## config.mk

```make
export PLATFORM = sky130hd
export DESIGN_NAME = fetch_queue
export DESIGN_NICKNAME = d
export VERILOG_FILES = /design/src/rtl/fetch_queue.sv
export SDC_FILE = /design/constraint.sdc
export NUM_CORES = 1
export LEC_CHECK = 0
export CAP_MARGIN = 0
export CORE_MARGIN = 3
export CORE_UTILIZATION = 60
export CTS_CLUSTER_DIAMETER = 150
export CTS_CLUSTER_SIZE = 25
export DETAILED_ROUTE_END_ITERATION = 10
export GPL_ROUTABILITY_DRIVEN = 0
export GPL_TIMING_DRIVEN = 1
export PLACE_DENSITY = 0.9
export SETUP_SLACK_MARGIN = 0.15
export SLEW_MARGIN = 10
export SYNTH_ARGS = -nofsm -noshare
export SYNTH_HDL_FRONTEND = slang
export SYNTH_SLANG_ARGS = --single-unit
```

## constraint.sdc

```tcl
create_clock -name clk -period 17.4 [get_ports clk]
set_input_delay 1.74 -clock clk [delete_from_list [all_inputs] [get_ports clk]]
set_output_delay 1.74 -clock clk [all_outputs]
set_load 0.005 [all_outputs]
```

## src/rtl/fetch_queue.sv

```systemverilog
// Decoupled instruction-fetch front end: a fetch PC issues one request per cycle to a
// synchronous instruction memory and buffers tagged responses in a DEPTH-entry FIFO for decode.
module fetch_queue #(
  parameter int          DEPTH     = 4,
  parameter logic [31:0] RESET_PC  = 32'h3000,
  parameter logic [31:0] PC_LO     = 32'h3000,
  parameter logic [31:0] PC_HI     = 32'h4ffc,
  parameter logic [31:0] EXC_VEC   = 32'h4180,
  parameter logic [4:0]  ADEL_CODE = 5'd4
) (
  input  logic                       clk,
  input  logic                       reset,
  input  logic                       redirect,
  input  logic [31:0]                redirect_pc,
  input  logic                       eret,
  input  logic [31:0]                epc,
  input  logic                       int_req,
  output logic                       imem_req,
  output logic [31:0]                imem_addr,
  input  logic [31:0]                imem_rdata,
  output logic                       out_valid,
  input  logic                       out_ready,
  output logic [31:0]                instr_out,
  output logic [31:0]                pc_out,
  output logic [4:0]                 exc_out,
  output logic [$clog2(DEPTH):0]     count
);

  localparam int PW = $clog2(DEPTH);
  localparam int CW = PW + 1;
  localparam logic [CW:0] DEPTH_W = (CW + 1)'(DEPTH);

  logic [31:0]   fetch_pc;
  logic [31:0]   q_instr [DEPTH];
  logic [31:0]   q_pc    [DEPTH];
  logic [4:0]    q_exc   [DEPTH];
  logic [PW-1:0] rd_ptr;
  logic [PW-1:0] wr_ptr;
  logic [CW-1:0] count_q;

  // The pending slot covers both real memory requests and illegal-PC slots,
  // so a fault entry lands in the queue with the same one-cycle latency.
  logic          pend_valid;
  logic          pend_illegal;
  logic [31:0]   pend_pc;

  logic          flush;
  logic [31:0]   flush_pc;
  logic          pc_legal;
  logic          deq;
  logic          enq;
  logic          issue;
  logic [CW:0]   credit;

  always_comb begin
    flush    = int_req | eret | redirect;
    flush_pc = redirect_pc;
    if (int_req)
      flush_pc = EXC_VEC;
    else if (eret)
      flush_pc = epc;
  end

  assign pc_legal  = (fetch_pc[1:0] == 2'b00) && (fetch_pc >= PC_LO) && (fetch_pc <= PC_HI);
  assign out_valid = (count_q != '0);
  assign deq       = out_valid & out_ready;
  assign enq       = pend_valid & ~flush;

  // Counting the dequeue lets issue resume in the same cycle decode unstalls.
  assign credit    = {1'b0, count_q} + (CW + 1)'(pend_valid) - (CW + 1)'(deq);
  assign issue     = ~flush && (credit < DEPTH_W);

  assign imem_req  = issue & pc_legal & ~reset;
  assign imem_addr = fetch_pc;

  assign instr_out = out_valid ? q_instr[rd_ptr] : '0;
  assign pc_out    = out_valid ? q_pc[rd_ptr]    : '0;
  assign exc_out   = out_valid ? q_exc[rd_ptr]   : '0;
  assign count     = count_q;

  always_ff @(posedge clk or posedge reset) begin
    if (reset) begin
      fetch_pc     <= RESET_PC;
      rd_ptr       <= '0;
      wr_ptr       <= '0;
      count_q      <= '0;
      pend_valid   <= 1'b0;
      pend_illegal <= 1'b0;
      pend_pc      <= '0;
      for (int i = 0; i < DEPTH; i++) begin
        q_instr[i] <= '0;
        q_pc[i]    <= '0;
        q_exc[i]   <= '0;
      end
    end else if (flush) begin
      fetch_pc   <= flush_pc;
      rd_ptr     <= '0;
      wr_ptr     <= '0;
      count_q    <= '0;
      pend_valid <= 1'b0;
    end else begin
      pend_valid <= issue;
      if (issue) begin
        fetch_pc     <= fetch_pc + 32'd4;
        pend_pc      <= fetch_pc;
        pend_illegal <= ~pc_legal;
      end
      if (enq) begin
        q_instr[wr_ptr] <= pend_illegal ? '0 : imem_rdata;
        q_pc[wr_ptr]    <= pend_pc;
        q_exc[wr_ptr]   <= pend_illegal ? ADEL_CODE : '0;
        wr_ptr          <= wr_ptr + 1'b1;
      end
      if (deq)
        rd_ptr <= rd_ptr + 1'b1;
      count_q <= count_q + CW'(enq) - CW'(deq);
    end
  end

endmodule

```

==> results of run 1 <==
layer usage:
layer	track usage, %	part of all wire [%]
met3	4.25	7.9
met5	0	0
met2	44.5	49
met1	37.5	41
met4	6.83	2.3
per-stage QoR:
stage | setup WS (ns) | cells | hold slack [ns] | total power [mW] | area (um2)
final | 11.00 | 1794 | 0.485 | 1.40 | 18400
after global routing | 10.92 | 1794 | 0.508 | 1.46 | 18400
after CTS | 11.02 | 1794 | 0.487 | 1.41 | 18400
after detailed placement | 11.06 | 1769 | 0.465 | 0.990 | 18000
after global placement | 11.19 | 1769 | 0.456 | 0.982 | 18000
after floorplan | 6.19 | 1327 | 0.445 | 0.925 | 15800
how the worst max path moves through the flow:
stage,from,endpoint,slack [ns],depth (start not counted)
6_report,out_ready,imem_req,11.00,9
5_1_grt,out_ready,imem_req,10.92,9
4_1_cts,out_ready,imem_req,11.02,9
3_5_place_dp,out_ready,imem_req,11.06,9
3_3_place_gp,out_ready,imem_req,11.19,9
2_1_floorplan,reset,imem_req,6.19,2
cells in the mapped netlist, types with 4 or more instances:
master	number
o21a_1	6
inv_1	14
nand3b_1	4
nor4_1	11
buf_4	5
dfrtp_1	331
a21oi_1	39
buf_2	23
nand3_1	18
and2_1	68
clkbuf_1	67
o31ai_1	15
mux2_2	177
mux2i_1	14
o22a_1	8
nand2_1	158
nand4_1	8
or3_1	5
xnor2_1	5
o21ai_0	136
nor3_1	6
and3_1	6
nand2b_1	33
nor2_1	35
buf_6	4
mux4_2	65
ha_1	9
a31oi_1	7
state kept, by name, indices dropped and copies added (netlist names):
name	flops
q_instr	128
rd_ptr	2
q_pc	128
q_exc	4
wr_ptr	2
pend_valid	1
pend_illegal	1
count	3
imem_addr	32
pend_pc	32
layout make-up:
type / instances / area share, %
clock buffer: 24 / 2.45
clock inverter: 1 / 0.109
inverter: 14 / 0.326
multi-input combinational: 878 / 38.1
sequential: 333 / 45.2
tap: 330 / 2.24
timing repair buffer: 214 / 11.5
cell families (layout without fill, tap and decap cells):
kind of cell               after synthesis  in the layout  share of synthesized area, %
adders and majority gates               10             10                         0.839
buffers and inverters                  116            253                          3.24
xor gates and xnor gates                 8              8                         0.443
AOI/OAI and AO/OA                      236            236                          8.70
muxes                                  256            256                          22.8
other                                    1              4                        0.0237
DFF                                    333            333                          52.7
and+or+nand+nor                        364            364                          11.3
tightest hold or removal path, stage by stage, from the launching register on:
cell	delay [ns]
dfrtp_1	0.35
nand2_1	0.04
o21ai_0	0.06
power by group:
part / switching, mW / total [mW] / internal (mW)
clock: 0.243 / 0.428 / 0.186
combinational: 0.0614 / 0.139 / 0.0772
sequential: 0.0354 / 0.838 / 0.802
==> key figures, run 1 <==
Clock network
  – Clock buffer count from CTS: 17
  – Post-CTS setup buffers: 0
  – CTS H-tree depth: 1
  – Post_cts resized: 0
  – Clock Latency Late Sink: 0.51 ns
  – CTS tree: done
  – Root buffer cell: clkbuf_16
  – CTS max path bufs: 3
  – CTS hold repair buffers: 0
  – Clock transition at path regs: approximately 0.09 ns
  – CTS Sinks: 333

Global routing
  – First-pass GRT wire length: 61200 um
  – GR Overflow Total: 0
  – Number of global-route vias before repair: 11300
  – Antenna violations before repair: 0
  – Largest net degree at the start of global routing: 199
  – GRT Total Usage: 26.8%

Synthesis
  – EDFF count, synth: 0
  – Main synth FF type: dfrtp_1
  – Cell accounting for the most synthesized area: dfrtp_1
  – FFs w/ async S/R, synth: 100%
  – Largest cells by area after synthesis: dfrtp_1 (52%), mux2_2 (13%), mux4_2 (9.3%)
  – Synth warnings: 0
  – Syn Area/Cell: 11.9 um2
  – Post-synthesis sequential area ratio: 52.7%
  – Synth Cell Area: approximately 0.016 mm2
  – Cells after Synth: 1324
  – Count of cell types in the netlist: 55
  – Share of the synthesized area in the top cell type: 52.4%
  – Seq cells post-synth: 333

Die
  – Floorplan Core Area: around 0.026 mm2
  – Initial Utilization: between 60% and 70%
  – Die width: 168 um
  – IO Count: 208
  – Die height: 168 um
  – Die area: 0.0283 mm2
  – Cell Rows: 58

STA
  – Worst-margin pin slew: 1.20 ns
  – Post-route minimum period: 6.40 ns
  – Highest Clock Rate: 0.156 GHz
  – Slew Viols, Final: 0
  – Final Skew: a little over 0.02 ns
  – Final Hold Fails: 0
  – Final setup fails: 0
  – RSZ-0062 raised after global routing: false
  – Slew margin rel.: 20.0%
  – Final period util: a little under two fifths
  – Setup_tns: 0 ns

Placed design
  – I/O Buffers: 203
  – Final HPWL DP: between 20000 and 25000 um

Finish
  – Layout cells sized above 1: roughly a fifth
  – FF/Latch Area: 0.00834 mm2
  – Most frequent cells in the layout: dfrtp_1 (329), clkdlybuf4s50_1 (202), mux2_2 (177)
  – Core Util, Final: 72.2%
  – Area growth from synthesis to layout: 16.6%
  – Area of the multi-input gates: approximately 0.0070 mm2
  – Fillcell total: 1688
  – Nets: 1570
  – Most common cell after layout, fill and taps aside: dfrtp_1
  – Ant. Diodes: 0

Setup path
  – Crit Path Category: input port to primary output
  – Reg2Reg Depth: 9
  – Most used cell, CP: clkdlybuf4s50_1
  – Crit path max fanout: 6
  – CP Cell Sequence: clkdlybuf4s50_1, nand2_1, or2_2, ha_1, nor4b_1, o21ai_1, a31oi_4, and3_1, clkdlybuf4s50_1
  – Required @ worst endpoint: 15.66 ns
  – Number of buffers and inverters on the critical path: 2
  – Data arrival, critical path: 4.66 ns
  – CP top delay family: simple AND/OR/NAND/NOR gates
  – R2R Path Start: count[1]
  – Worst path max stage delay: 0.54 ns
  – R2r setup slk: 13.74 ns
  – Crit start category: input port
  – CP max-delay cell: clkdlybuf4s50_1
  – Crit Reg-Reg Endpoint: imem_addr[26]
  – CP endpoint kind: primary output

Min path
  – Worst Hold End: q_instr[70]
  – Hold Path Depth: 2
  – Min-Delay Path Class: flop to flop
  – Hold_sp: q_instr[70]

Run status
  – Status: finished clean

Routing
  – Initial DRC Count: between 1000 and 1500
  – First-pass DRT Iterations: 7
  – Routed len/inst: roughly 21 um
  – Routed wire length: between 30000 and 40000 um
  – Via count: 11200
  – DR vias/cell: 6.24
  – Post-route ant nets: 0
  – Drt drc: 0

Power
  – Power Density: 76.2 mW/mm2
  – Lkg Pwr: 8.09 nW
  – Peak VDD IR: 0.0681 mV

Job
  – Max_cap viols: 0
Note: power is estimated with default switching activity, not from simulation.
==> run 2, diff against run 1 <==
CORE_UTILIZATION = 56   (was 60)
PLACE_DENSITY = 0.85   (was 0.9)
clock period = 6 ns   (was 17.4 ns; I/O delays follow)
==> key figures, run 2 (same netlist as run 1, synthesis figures left out) <==
Die
  – Die area: 0.0303 mm2 (+6.9%)
  – Cell Rows: 60 (+3.4%)
  – IO Count: 208 (unchanged)
  – Die height: 174 um (+3.4%)
  – Initial Utilization: 57.9% (-4.0 points)
  – Floorplan Core Area: 0.0273 mm2 (+7.0%)
  – Die width: 174 um (+3.4%)

Routing
  – DR vias/cell: 5.98 (-4.1%)
  – Routed wire length: 37700 um (-0.44%)
  – Drt drc: 0 (unchanged)
  – Initial DRC Count: 987 (-8.6%)
  – Post-route ant nets: 0 (unchanged)
  – Routed len/inst: 20.5 um (-2.8%)
  – First-pass DRT Iterations: 5 (-2)
  – Via count: 11000 (-1.7%)

Placed design
  – Placed Area: 0.0180 mm2 (+0.40%)
  – Pre-CTS setup slack: 1.86 ns (-9.19 ns)
  – Final HPWL DP: 24900 um (+2.2%)
  – I/O Buffers: 203 (unchanged)

Finish
  – Area of the multi-input gates: 0.00703 mm2 (unchanged)
  – Layout cells sized above 1: 19.9% (+0.18 points)
  – Area growth from synthesis to layout: 17.1%
  – Final instance area: 0.0185 mm2 (+0.37%)
  – Most common cell after layout, fill and taps aside: dfrtp_1
  – Ant. Diodes: 0 (unchanged)
  – Most frequent cells in the layout: dfrtp_1 (329), clkdlybuf4s50_1 (202), mux2_2 (177)
  – FF/Latch Area: 0.00834 mm2 (unchanged)
  – Core Util, Final: 67.7% (-4.5 points)
  – Largest regs: q_instr (128), q_pc (128)
  – Nets: 1573 (+0.19%)
  – Fillcell total: 1992 (+18%)

Clock network
  – CTS hold repair buffers: 0 (unchanged)
  – Root buffer cell: clkbuf_16
  – CTS Sinks: 333 (unchanged)
  – Clock transition at path regs: 0.10 ns (about the same)
  – CTS tree: done
  – Clock buffer count from CTS: 17 (unchanged)
  – CTS H-tree depth: 1 (unchanged)
  – Post_cts resized: 0 (unchanged)
  – Post-CTS setup buffers: 0 (unchanged)
  – CTS max path bufs: 3 (unchanged)
  – Clock Latency Late Sink: 0.52 ns (about the same)

Setup path
  – R2R Path Start: count[1]
  – Crit start category: flop
  – CP top delay family: simple AND/OR/NAND/NOR gates
  – Data arrival, critical path: 4.10 ns (-0.56 ns)
  – Number of buffers and inverters on the critical path: 2 (unchanged)
  – Worst path max stage delay: 0.54 ns (about the same)
  – Crit path max fanout: 68 (+62)
  – CP max-delay cell: clkdlybuf4s50_1
  – CP endpoint kind: primary output
  – Reg2Reg Depth: 10 (+1)
  – R2r setup slk: 1.80 ns (-11.94 ns)
  – Crit Reg-Reg Endpoint: imem_addr[26]
  – Required @ worst endpoint: 5.40 ns (-10.26 ns)
  – CP Cell Sequence: or3_2, buf_4, nand2_1, or2_2, ha_1, nor4b_1, o21ai_1, a31oi_4, and3_1, clkdlybuf4s50_1
  – Crit Path Category: flop to primary output

Power
  – Lkg Pwr: 8.10 nW (about the same)
  – Flop pwr share: 59.4% (-0.2 points)
  – NetSw: 976 uW (+190%)
  – Comb pwr share: 10.2% (+0.3 points)
  – Int Power: 3.09 mW (+190%)
  – Clock share of power: 30.4% (about the same)
  – Peak VDD IR: 0.172 mV (+150%)
  – Sw frac: 24.0% (-0.14 points)
  – Power Density: 220 mW/mm2 (+190%)

Global routing
  – Antenna violations before repair: 0 (unchanged)
  – First-pass GRT wire length: 61500 um (+0.51%)
  – GR Overflow Total: 0 (unchanged)
  – Largest net degree at the start of global routing: 203 (+2.0%)
  – Number of global-route vias before repair: 11400 (+0.68%)
  – GRT Total Usage: 25.0% (-1.8 points)

STA
  – Final period util: 78.4%
  – Final setup fails: 0 (unchanged)
  – Slew margin rel.: 25.3% (+5.3 points)
  – Slew Viols, Final: 0 (unchanged)
  – Final Hold Fails: 0 (unchanged)
  – Worst-margin pin slew: 1.12 ns (-0.0795 ns)
  – Final Skew: 0.0316 ns (+0.0113 ns)
  – Highest Clock Rate: 0.213 GHz
  – RSZ-0062 raised after global routing: false
  – Post-route minimum period: 4.70 ns
  – Worst setup margin: 1.30 ns (-9.71 ns)

Job
  – Max_cap viols: 0 (unchanged)

Min path
  – Min-Delay Path Class: input port to asynchronous set/reset pin

Run status
  – Status: finished clean
run 2: changes by cell type in the layout (fill, tap and decap cells not counted):
cell	before	now
buf_4	10	13
clkbuf_1	7	6
inv_8	1	0
clkinvlp_4	0	1
run 2: worst register-to-register path: cells and delay by family (launching register included):
| kind | cells | cell delay [ns] |
|---|---|---|
| and+or+nand+nor | 5 | 1.78 |
| buffers and inverters | 1 | 0.52 |
| adders and majority gates | 1 | 0.27 |
| AOI/OAI and AO/OA | 3 | 1.04 |
| DFF | 1 | 0.46 |
run 2: power by group through the flow:
| stage | Combinational [mW] | Clock [mW] | Sequential, mW |
|---|---|---|---|
| detailed placement | 0.414 | 0 | 2.46 |
| CTS | 0.417 | 1.27 | 2.41 |
| global placement | 0.403 | 0 | 2.45 |
| finish | 0.413 | 1.24 | 2.41 |
| global route | 0.455 | 1.34 | 2.43 |
| floorplan | 0.260 | 0 | 2.42 |
run 2: worst max path at each step:
stage                   from       end  slack, ns  cells past startpoint
finish              count[1]  imem_req       1.30                     10
CTS                 count[1]  imem_req       1.29                     10
global route        count[1]  imem_req        1.0                     10
global placement    count[1]  imem_req       1.94                     10
detailed placement  count[1]  imem_req       1.86                     10
floorplan              reset  imem_req      -0.67                      2
run 2: per-layer routing:
layer | share of wire [%] | vias up | wire length, um | global-route usage [%]
met3 | 8.1 | 67 | 3070 | 5.26
met1 | 41 | 5511 | 15600 | 34.1
met2 | 48 | 447 | 18000 | 40.7
li1 | - | 4972 | - | -
met4 | 2.7 | 0 | 1020 | 7.51
met5 | 0 | - | 0 | 0
run 2: per-stage QoR:
stage / power (mW) / std cells / hold WS (ns) / setup TNS [ns]
after floorplan: 2.68 / 1327 / 0.445 / -0.670
after global placement: 2.85 / 1814 / 0.456 / 0
after detailed placement: 2.87 / 1814 / 0.465 / 0
after CTS: 4.10 / 1838 / 0.383 / 0
after global routing: 4.22 / 1838 / 0.390 / 0
final: 4.06 / 1838 / 0.381 / 0
run 2: final cells by class:
type / instances / area share (%)
sequential: 333 / 45.1
multi-input combinational: 878 / 38.0
timing repair buffer: 217 / 11.6
tap: 372 / 2.51
clock buffer: 23 / 2.42
inverter: 14 / 0.304
clock inverter: 1 / 0.108
==> run 3, diff against run 2 <==
CORE_UTILIZATION = 50   (was 56)
PLACE_DENSITY = 0.8   (was 0.85)
clock period = 3.9 ns   (was 6 ns; I/O delays follow)
==> key figures, run 3 (same netlist as run 1, synthesis figures left out) <==
Global routing
  – Largest net degree at the start of global routing: 83 (-59%)
  – GRT Total Usage: 22.7% (-2.3 points)
  – GR Overflow Total: 0 (unchanged)
  – Number of global-route vias before repair: 11300 (-1.1%)
  – First-pass GRT wire length: 61300 um (-0.27%)
  – Antenna violations before repair: 0 (unchanged)

Routing
  – Routed wire length: 38500 um (+2.1%)
  – Via count: 11000 (+0.29%)
  – Routed len/inst: 20.5 um (+0.20%)
  – Initial DRC Count: 988 (+0.10%)
  – Post-route ant nets: 0 (unchanged)
  – First-pass DRT Iterations: 5 (unchanged)
  – DR vias/cell: 5.89 (-1.6%)
  – Drt drc: 0 (unchanged)

Power
  – Lkg Pwr: 8.17 nW (+0.96%)
  – Peak VDD IR: 0.251 mV (+46%)
  – Comb pwr share: 10.2% (about the same)
  – Power Density: 337 mW/mm2 (+53%)
  – Flop pwr share: 59.0% (-0.4 points)
  – Sw frac: 24.3% (+0.31 points)
  – Int Power: 4.76 mW (+54%)
  – Clock share of power: 30.8% (+0.4 points)
  – NetSw: 1.53 mW (+57%)

Setup path
  – Crit Path Category: flop to primary output
  – Crit start category: flop
  – R2R Path Start: count[1]
  – Required @ worst endpoint: 3.51 ns (-1.89 ns)
  – CP endpoint kind: primary output
  – Crit path max fanout: 6 (-91%)
  – Data arrival, critical path: 3.13 ns (-0.97 ns)
  – Crit path launch: count[1]

Finish
  – Layout cells sized above 1: 20.5% (+0.60 points)
  – Final instance area: 0.0187 mm2 (+0.88%)
  – Nets: 1583 (+0.64%)
  – Largest regs: q_instr (128), q_pc (128)
  – Most frequent cells in the layout: dfrtp_1 (329), clkdlybuf4s50_1 (201), mux2_2 (177)
  – Fillcell total: 2428 (+22%)
  – Ant. Diodes: 0 (unchanged)
  – Most common cell after layout, fill and taps aside: dfrtp_1
  – Area growth from synthesis to layout: 18.1%

STA
  – Worst-margin pin slew: 0.984 ns (-0.132 ns)
  – Final period util: 90.2%
  – Final Skew: 0.0196 ns (-0.0120 ns)
  – Slew Viols, Final: 0 (unchanged)
  – RSZ-0062 raised after global routing: false
  – Slew margin rel.: 34.4% (+9.0 points)
  – Final setup fails: 0 (unchanged)
  – Worst setup margin: 0.382 ns (-0.916 ns)
  – Post-route minimum period: 3.52 ns
  – Final Hold Fails: 0 (unchanged)
  – Setup_tns: 0 ns (unchanged)
  – Highest Clock Rate: 0.284 GHz

Job
  – Max_cap viols: 0 (unchanged)

Clock network
  – Clock buffer count from CTS: 17 (unchanged)
  – CTS max path bufs: 3 (unchanged)
  – Clock Latency Late Sink: 0.52 ns (about the same)
  – Clock transition at path regs: 0.10 ns (about the same)
  – Root buffer cell: clkbuf_16
  – CTS hold repair buffers: 0 (unchanged)
  – CTS H-tree depth: 1 (unchanged)
  – CTS Sinks: 333 (unchanged)
  – CTS tree: done

Die
  – Initial Utilization: 51.2% (-6.7 points)
  – IO Count: 208 (unchanged)
  – Cell Rows: 64 (+6.7%)
  – Die width: 184 um (+5.6%)
  – Floorplan Core Area: 0.0309 mm2 (+13%)
  – Die height: 184 um (+5.6%)
  – Die area: 0.0338 mm2 (+12%)

Placed design
  – Pre-CTS setup slack: 0.368 ns (-1.50 ns)
  – Final HPWL DP: 25500 um (+2.2%)
  – I/O Buffers: 203 (unchanged)
  – Placed Area: 0.0182 mm2 (+0.86%)

Min path
  – Min-Delay Path Class: input port to asynchronous set/reset pin

Run status
  – Status: finished clean
==> run 3: repair_timing <==
| item | CTS | global route |
|---|---|---|
| endpoints found under the setup margin | 1 | 0 |
| gates resized for setup | 1 | 0 |
| buffers inserted | 0 | 0 |
==> run 3: worst max-delay path: stages (launching register included) <==
cell and delay [ns]:
dfrtp_1 0.45, or3_2 0.48, nand2_1 0.15, or2_2 0.13, ha_1 0.11, nand2_1 0.09, o41a_4 0.49, a31oi_4 0.18
and3_1 0.17, dlygate4sd2_1 0.35
==> run 3: power groups by stage <==
stage          combinational, mW  sequential, mW  clock, mW
3_5_place_dp               0.646            3.78          0
2_1_floorplan              0.400            3.73          0
3_3_place_gp               0.626            3.77          0
6_report                   0.642            3.71       1.93
4_1_cts                    0.650            3.71       1.97
5_1_grt                    0.710            3.73       2.11
==> run 3: path summary, 6_finish.rpt <==
kind                                  to  cells past startpoint  slack, ns
min in group clk             q_instr[84]                      2       0.48
max in group asynchronous     q_instr[8]                      4       2.10
min reg2reg                  q_instr[84]                      2       0.48
max reg2reg                imem_addr[21]                      9       0.66
min                        imem_addr[30]                      2       0.13
max                             imem_req                      9       0.38
==> run 3: area by class of cell <==
cell class	instances	area [um2]	share of cell area (%)
tap	396	495	2.65
clock inverter	2	28.8	0.154
clock buffer	23	448	2.40
inverter	14	56.3	0.302
timing repair buffer	227	2270	12.1
sequential	333	8340	44.7
multi-input combinational	878	7030	37.7
==> run 3: metal layers <==
layer / GRT usage, % / vias up / share of wire [%]
li1: - / 4991 / -
met1: 31.2 / 5576 / 42
met2: 38.5 / 426 / 49
met3: 4.06 / 36 / 7.6
met4: 4.14 / 0 / 1.4
met5: 0 / - / 0
==> run 3: through the flow <==
stage                     power (mW)  hold WS (ns)  cells  utilization, %
after floorplan                 4.13         0.445   1327               -
final                           6.29         0.130   1873            60.4
after global placement          4.39         0.456   1848            58.9
after CTS                       6.33         0.121   1873            60.4
after global routing            6.55         0.139   1873            60.4
after detailed placement        4.42         0.467   1848            58.9
